$ cat src/rtl/uart_pkg.sv
// Shared types and elaboration helpers for the UART receive path.
//   rx_state_e  : receiver FSM states
//   mid_of      : mid-bit sample point (clocks per bit / 2)
//   idle_limit  : idle-count saturation value (idle bits * clocks per bit)
//   cnt_width   : width of the bit-phase counter
//   idle_width  : width of the idle counter (must hold idle_limit itself)
package uart_pkg;

    typedef enum logic [2:0] {
        StIdle,
        StStart,
        StData,
        StStop,
        StBreak
    } rx_state_e;

    function automatic int unsigned mid_of(input int unsigned clks_per_bit);
        return clks_per_bit / 2;
    endfunction

    function automatic int unsigned idle_limit(input int unsigned clks_per_bit,
                                               input int unsigned idle_bits);
        return idle_bits * clks_per_bit;
    endfunction

    function automatic int unsigned cnt_width(input int unsigned clks_per_bit);
        return $clog2(clks_per_bit);
    endfunction

    function automatic int unsigned idle_width(input int unsigned clks_per_bit,
                                               input int unsigned idle_bits);
        return $clog2(idle_bits * clks_per_bit + 1);
    endfunction

endpackage

$ cat src/rtl/uart_rx_if.sv
// Receiver-to-loader bundle.
//   rx_data_o   : last good byte, valid while rx_valid_o is high
//   rx_valid_o  : one-cycle good-byte strobe
//   frame_err_o : one-cycle framing-error strobe
//   busy_o      : receiver FSM not idle
//   idle_o      : line has been idle long enough to realign word packing
// master = receiver side, slave = consumer side.
interface uart_rx_if;
    logic [7:0] rx_data_o;
    logic       rx_valid_o;
    logic       frame_err_o;
    logic       busy_o;
    logic       idle_o;

    modport master (
        output rx_data_o,
        output rx_valid_o,
        output frame_err_o,
        output busy_o,
        output idle_o
    );

    modport slave (
        input rx_data_o,
        input rx_valid_o,
        input frame_err_o,
        input busy_o,
        input idle_o
    );
endinterface

$ cat src/rtl/sync_2ff.sv
// Two-flop synchroniser for a single asynchronous input.
//   clk : destination clock
//   rst : asynchronous active-low reset, both flops load ResetVal
//   d   : asynchronous input
//   q   : synchronised output
module sync_2ff #(
    parameter logic ResetVal = 1'b0
) (
    input  logic clk,
    input  logic rst,
    input  logic d,
    output logic q
);
    logic meta_q;

    always_ff @(posedge clk or negedge rst) begin
        if (!rst) begin
            meta_q <= ResetVal;
            q      <= ResetVal;
        end else begin
            meta_q <= d;
            q      <= meta_q;
        end
    end
endmodule

$ cat src/rtl/uart_rx.sv
// Oversampling 8N1 UART byte receiver feeding the debug loader.
//   clk      : system clock
//   rst      : asynchronous active-low reset
//   uart_rxd : raw serial line, idle high, asynchronous
//   en       : receive enable; low holds the receiver idle
//   rx       : byte/error strobes, busy and line-idle indication (master side)
// Each bit is decided by a 3-sample majority around mid-bit; the stop bit
// returns to idle at its decision point so a slightly fast sender still fits.
module uart_rx
    import uart_pkg::*;
#(
    parameter int unsigned CLKS_PER_BIT = 434,
    parameter int unsigned IDLE_BITS    = 32
) (
    input  logic      clk,
    input  logic      rst,
    input  logic      uart_rxd,
    input  logic      en,
    uart_rx_if.master rx
);
    localparam int unsigned CntW  = cnt_width(CLKS_PER_BIT);
    localparam int unsigned IdleW = idle_width(CLKS_PER_BIT, IDLE_BITS);
    localparam int unsigned Mid   = mid_of(CLKS_PER_BIT);

    localparam logic [CntW-1:0]  CntSamp0  = CntW'(Mid - 1);
    localparam logic [CntW-1:0]  CntSamp1  = CntW'(Mid);
    localparam logic [CntW-1:0]  CntDecide = CntW'(Mid + 1);
    localparam logic [CntW-1:0]  CntLast   = CntW'(CLKS_PER_BIT - 1);
    localparam logic [IdleW-1:0] IdleLimit = IdleW'(idle_limit(CLKS_PER_BIT, IDLE_BITS));

    if (CLKS_PER_BIT < 8) begin : g_cpb_check
        $error("uart_rx: CLKS_PER_BIT must be >= 8");
    end

    logic             rxs, prev_q;
    logic             fall, maj, decide, wrap;
    rx_state_e        state_q, state_d;
    logic [CntW-1:0]  cnt_q, cnt_d;
    logic [2:0]       idx_q, idx_d;
    logic [1:0]       samp_q, samp_d;
    logic [7:0]       shreg_q, shreg_d, data_q, data_d;
    logic             valid_q, valid_d, ferr_q, ferr_d;
    logic             pend_q, pend_d;
    logic [IdleW-1:0] idle_cnt_q, idle_cnt_d;

    sync_2ff #(
        .ResetVal(1'b1)
    ) u_sync (
        .clk(clk),
        .rst(rst),
        .d  (uart_rxd),
        .q  (rxs)
    );

    assign fall   = prev_q & ~rxs;
    assign decide = (cnt_q == CntDecide);
    assign wrap   = (cnt_q == CntLast);
    // Two stored samples plus the live one on the decision cycle.
    assign maj    = (samp_q[0] & samp_q[1]) | (rxs & (samp_q[0] | samp_q[1]));

    always_comb begin
        state_d    = state_q;
        cnt_d      = cnt_q;
        idx_d      = idx_q;
        samp_d     = samp_q;
        shreg_d    = shreg_q;
        data_d     = data_q;
        valid_d    = 1'b0;
        ferr_d     = 1'b0;
        pend_d     = 1'b0;
        idle_cnt_d = '0;

        if (state_q inside {StStart, StData, StStop}) begin
            cnt_d = wrap ? '0 : cnt_q + 1'b1;
            if (cnt_q == CntSamp0) samp_d[0] = rxs;
            if (cnt_q == CntSamp1) samp_d[1] = rxs;
        end

        unique case (state_q)
            StIdle: begin
                cnt_d = '0;
                idx_d = '0;
                // pend_q covers an edge that landed on the previous stop decision.
                if (en && !rxs && (fall || pend_q)) state_d = StStart;
            end
            StStart: begin
                if (decide && maj) begin
                    state_d = StIdle;
                end else if (wrap) begin
                    state_d = StData;
                    idx_d   = '0;
                end
            end
            StData: begin
                if (decide) shreg_d[idx_q] = maj;
                if (wrap) begin
                    idx_d = idx_q + 3'd1;
                    if (idx_q == 3'd7) state_d = StStop;
                end
            end
            StStop: begin
                if (decide) begin
                    if (maj) begin
                        data_d  = shreg_q;
                        valid_d = 1'b1;
                        pend_d  = fall;
                        state_d = StIdle;
                    end else begin
                        ferr_d  = 1'b1;
                        state_d = StBreak;
                    end
                end
            end
            StBreak: begin
                if (rxs) state_d = StIdle;
            end
            default: state_d = StIdle;
        endcase

        if (state_d == StIdle || state_d == StBreak) cnt_d = '0;

        if (!en) begin
            state_d = StIdle;
            cnt_d   = '0;
            idx_d   = '0;
            pend_d  = 1'b0;
            valid_d = 1'b0;
            ferr_d  = 1'b0;
            data_d  = data_q;
        end

        if (state_q == StIdle && rxs && en) begin
            idle_cnt_d = (idle_cnt_q == IdleLimit) ? idle_cnt_q : idle_cnt_q + 1'b1;
        end
    end

    always_ff @(posedge clk or negedge rst) begin
        if (!rst) begin
            prev_q     <= 1'b1;
            state_q    <= StIdle;
            cnt_q      <= '0;
            idx_q      <= '0;
            samp_q     <= '0;
            shreg_q    <= '0;
            data_q     <= '0;
            valid_q    <= 1'b0;
            ferr_q     <= 1'b0;
            pend_q     <= 1'b0;
            idle_cnt_q <= '0;
        end else begin
            prev_q     <= rxs;
            state_q    <= state_d;
            cnt_q      <= cnt_d;
            idx_q      <= idx_d;
            samp_q     <= samp_d;
            shreg_q    <= shreg_d;
            data_q     <= data_d;
            valid_q    <= valid_d;
            ferr_q     <= ferr_d;
            pend_q     <= pend_d;
            idle_cnt_q <= idle_cnt_d;
        end
    end

    assign rx.rx_data_o   = data_q;
    assign rx.rx_valid_o  = valid_q;
    assign rx.frame_err_o = ferr_q;
    assign rx.busy_o      = (state_q != StIdle);
    assign rx.idle_o      = en & (idle_cnt_q == IdleLimit);
endmodule

$ cat src/flat_wrapper.sv
// flat-port wrapper written by rule: the top's interface ports become plain ports
module uart_rx_flat import uart_pkg::*;
#(
    parameter int unsigned CLKS_PER_BIT = 434,
    parameter int unsigned IDLE_BITS    = 32
)
  (clk, rst, uart_rxd, en, rx_rx_data_o, rx_rx_valid_o, rx_frame_err_o, rx_busy_o, rx_idle_o);
  uart_rx_if rx_i ();
  input  logic clk;
  input  logic rst;
  input  logic uart_rxd;
  input  logic en;
  output wire logic [$bits(rx_i.rx_data_o)-1:0] rx_rx_data_o;
  output wire logic [$bits(rx_i.rx_valid_o)-1:0] rx_rx_valid_o;
  output wire logic [$bits(rx_i.frame_err_o)-1:0] rx_frame_err_o;
  output wire logic [$bits(rx_i.busy_o)-1:0] rx_busy_o;
  output wire logic [$bits(rx_i.idle_o)-1:0] rx_idle_o;
  assign rx_rx_data_o = rx_i.rx_data_o;
  assign rx_rx_valid_o = rx_i.rx_valid_o;
  assign rx_frame_err_o = rx_i.frame_err_o;
  assign rx_busy_o = rx_i.busy_o;
  assign rx_idle_o = rx_i.idle_o;
  uart_rx #(.CLKS_PER_BIT(CLKS_PER_BIT), .IDLE_BITS(IDLE_BITS)) u_core (.clk(clk), .rst(rst), .uart_rxd(uart_rxd), .en(en), .rx(rx_i));
endmodule
$ cat config.mk
export PLATFORM = sky130hd
export DESIGN_NAME = uart_rx_flat
export DESIGN_NICKNAME = d
export VERILOG_FILES = /design/src/rtl/uart_pkg.sv /design/src/rtl/uart_rx_if.sv /design/src/rtl/sync_2ff.sv /design/src/rtl/uart_rx.sv /design/src/flat_wrapper.sv
export SDC_FILE = /design/constraint.sdc
export NUM_CORES = 1
export LEC_CHECK = 0
export ABC_AREA = 0
export CORE_ASPECT_RATIO = 2
export CORE_MARGIN = 2
export CORE_UTILIZATION = 30
export CTS_CLUSTER_SIZE = 16
export DETAILED_ROUTE_END_ITERATION = 6
export GPL_ROUTABILITY_DRIVEN = 1
export HOLD_SLACK_MARGIN = 0.12
export MAX_ROUTING_LAYER = met4
export PLACE_DENSITY = 0.47
export SLEW_MARGIN = 20
export SYNTH_ARGS = -nofsm -noshare
export SYNTH_HDL_FRONTEND = slang
export SYNTH_SLANG_ARGS = --single-unit
$ cat constraint.sdc
create_clock -name clk -period 3.95 [get_ports clk]
set_input_delay 0.5925 -clock clk [delete_from_list [all_inputs] [get_ports clk]]
set_output_delay 0.5925 -clock clk [all_outputs]
set_load 0.1 [all_outputs]
==> impl_metrics.ini <==
[status]
status = finished, final reports clean

[setup_path]
arrival_ps = 2250
critPathKind = reg2out
worstPathMaxFanout = 12
crit_path_start_kind = flip-flop
required_ps = 3360
r2r_start = u_core.cnt_q[0]
end_kind = primary output
worstSetupStartpoint = u_core.state_q[2]

[cts]
cts_buffers = 5
post_cts_resized = 0
clockBufferDepth = 2
root_buffer = clkbuf_16
cts_tree = yes
ctsHoldBuffers = 0
clkTransAtPathRegs_ps = 70
clock_sinks = 53
htreeDepth = 2
clock_latency_ps = 300
post_cts_buffers = 0

[placed_design]
hpwl_um = 4530
placed_area_um2 = 2930
dp.cells = 349
post-place-ws_ps = 1400
port_buffers = 15
place.gp.congestion = 0.804

[route]
drc = 0
wl_um = 6040
via_count = 1897
ant_nets = 0
viasPerCell = 5.31
wl_per_cell_um = 16.9
detail_route.first_pass.iterations = 4
drtIter0Drc = 50

[layout]
final_area_um2 = 3080
mostFrequentLayoutCells = dfrtp_1 (50), nor2_1 (19), nand3_1 (17), mux2_2 (17), clkdlybuf4s50_1 (13)
seqCellArea_um2 = 1330
fillers = 890
multi_input_area_um2 = 1280
syn_to_final_growth_pct = 14.4
fin_nets = 268
final_util = 0.356
diodes = 0
drive_above_1_share = 0.160
finalNonFillerCells = 357
final_common_cell = dfrtp_1

[yosys]
yosysSeqAreaShare = 0.495
async_flop_share = 1.00
yosysWarnings = 0
synth-seq-cells = 53
synth_edf_count = 0
syn_inst = 242
synth.avg_cell_area_um2 = 11.1
synthesis.nets = 254
synth_cell_types = 48
syn-cell-area_um2 = 2690
synthFlopType = dfrtp_1

[floorplanning]
io_pins = 16
rows = 48
die_h_um = 138
die_w_um = 70.9
initial_utilization = 0.311
fp.dieArea_um2 = 9780
core_um2 = 8650

[timing]
finalMaxSlewViolations = 0
fin_skew_ps = 8.69
setup_tns_ps = 0
rsz0062_at_grt = no
post-route-period-util = 0.719
setup_viol = 0
hold_slack_ps = 356
slew-limit-headroom = 0.349
hold_violations = 0
period_needed_ps = 2840
worst_slack_ps = 1110
tightestPinTransition_ps = 973
max_freq_ghz = 0.352

[global_route]
grt_pass1_wl_um = 9950
antenna_found_initial = 0
grt_use_total = 0.138
overflow = 0
grt_pass1_vias = 1954
grt_max_degree = 41

[power]
p_leak_nw = 1.29
power_density_nw_per_um2 = 338
irDropWorstVdd_mv = 0.179
power.total_mw = 1.04

[hold_path]
hp-class = reg2reg
hold_start = u_core.u_sync.meta_q

[run]
cap_violations = 0
==> flip-flops by register name, summed over array words and instances, names as in the netlist <==
register / cells
u_core.u_sync.q: 1
u_core.shreg_q: 8
u_core.prev_q: 1
u_core.u_sync.meta_q: 1
u_core.rx.rx_valid_o: 1
u_core.pend_q: 1
u_core.state_q: 3
u_core.samp_q: 2
u_core.idx_q: 3
u_core.rx.frame_err_o: 1
u_core.idle_cnt_q: 14
u_core.cnt_q: 9
u_core.rx.rx_data_o: 8
==> final timing paths <==
path                                           to  slack (ps)  depth (start not counted)
worst max-delay path                    rx_busy_o        1110                          2
worst min-delay path              u_core.u_sync.q         360                          0
worst max register to register  u_core.shreg_q[1]        1730                          6
worst min register to register    u_core.u_sync.q         360                          0
max in group asynchronous       u_core.shreg_q[5]        2760                          2
min in group asynchronous       u_core.shreg_q[2]         440                          1
==> metal layers <==
metal / share of wire / GRT usage / routed length [um] / vias up
met5: 0 / - / 0 / -
met4: 0.036 / 0.0765 / 219 / 0
met3: 0.024 / 0.0218 / 143 / 17
met2: 0.57 / 0.257 / 3440 / 26
met1: 0.37 / 0.134 / 2230 / 942
li1: - / - / - / 912
==> cell usage after synthesis, types with 3 or more instances <==
library cell / n / share of area
xnor2_1: 9 / 0.029
mux2_2: 17 / 0.071
a21oi_1: 5 / 0.0093
nand4b_1: 3 / 0.0098
nand3b_1: 3 / 0.0084
dfrtp_1: 50 / 0.47
clkbuf_1: 5 / 0.0070
dfstp_2: 3 / 0.029
nand4_1: 8 / 0.019
ha_1: 8 / 0.037
inv_1: 10 / 0.014
xor2_1: 9 / 0.029
buf_2: 3 / 0.0056
nor4_1: 4 / 0.0093
a211oi_1: 8 / 0.022
and3_1: 5 / 0.012
nor3_1: 5 / 0.0093
o31ai_1: 3 / 0.0084
nand2_1: 10 / 0.014
nand3_1: 17 / 0.032
nor2_1: 19 / 0.027
a31oi_1: 3 / 0.0070
o21ai_0: 3 / 0.0056
==> power by group <==
group | switching (mW) | internal, mW | total (mW)
logic | 0.0300 | 0.00915 | 0.0391
registers | 0.00388 | 0.547 | 0.551
clock network | 0.212 | 0.239 | 0.451
==> area by class of cell <==
cell class | count | area share
sequential | 53 | 0.432
multi-input combinational | 170 | 0.417
timing repair buffer | 16 | 0.0488
clock buffer | 5 | 0.0407
tap | 100 | 0.0407
inverter | 10 | 0.0122
clock inverter | 3 | 0.00813
==> cell families (layout without fill, tap and decap cells) <==
kind of cell | after synthesis | in the layout | share of synthesized area
fa+ha+maj | 9 | 9 | 0.0410
buf+inv | 19 | 34 | 0.0279
xor+xnor | 18 | 18 | 0.0586
simple gates | 96 | 96 | 0.226
compound gates | 29 | 29 | 0.0772
flops | 53 | 53 | 0.495
mux | 18 | 18 | 0.0749
==> worst max-delay path, stage by stage (launching register included) <==
cell and delay, ps:
dfrtp_1 540, or3_1 250, clkdlybuf4s50_1 1160
Note: power is estimated with default switching activity, not from simulation.
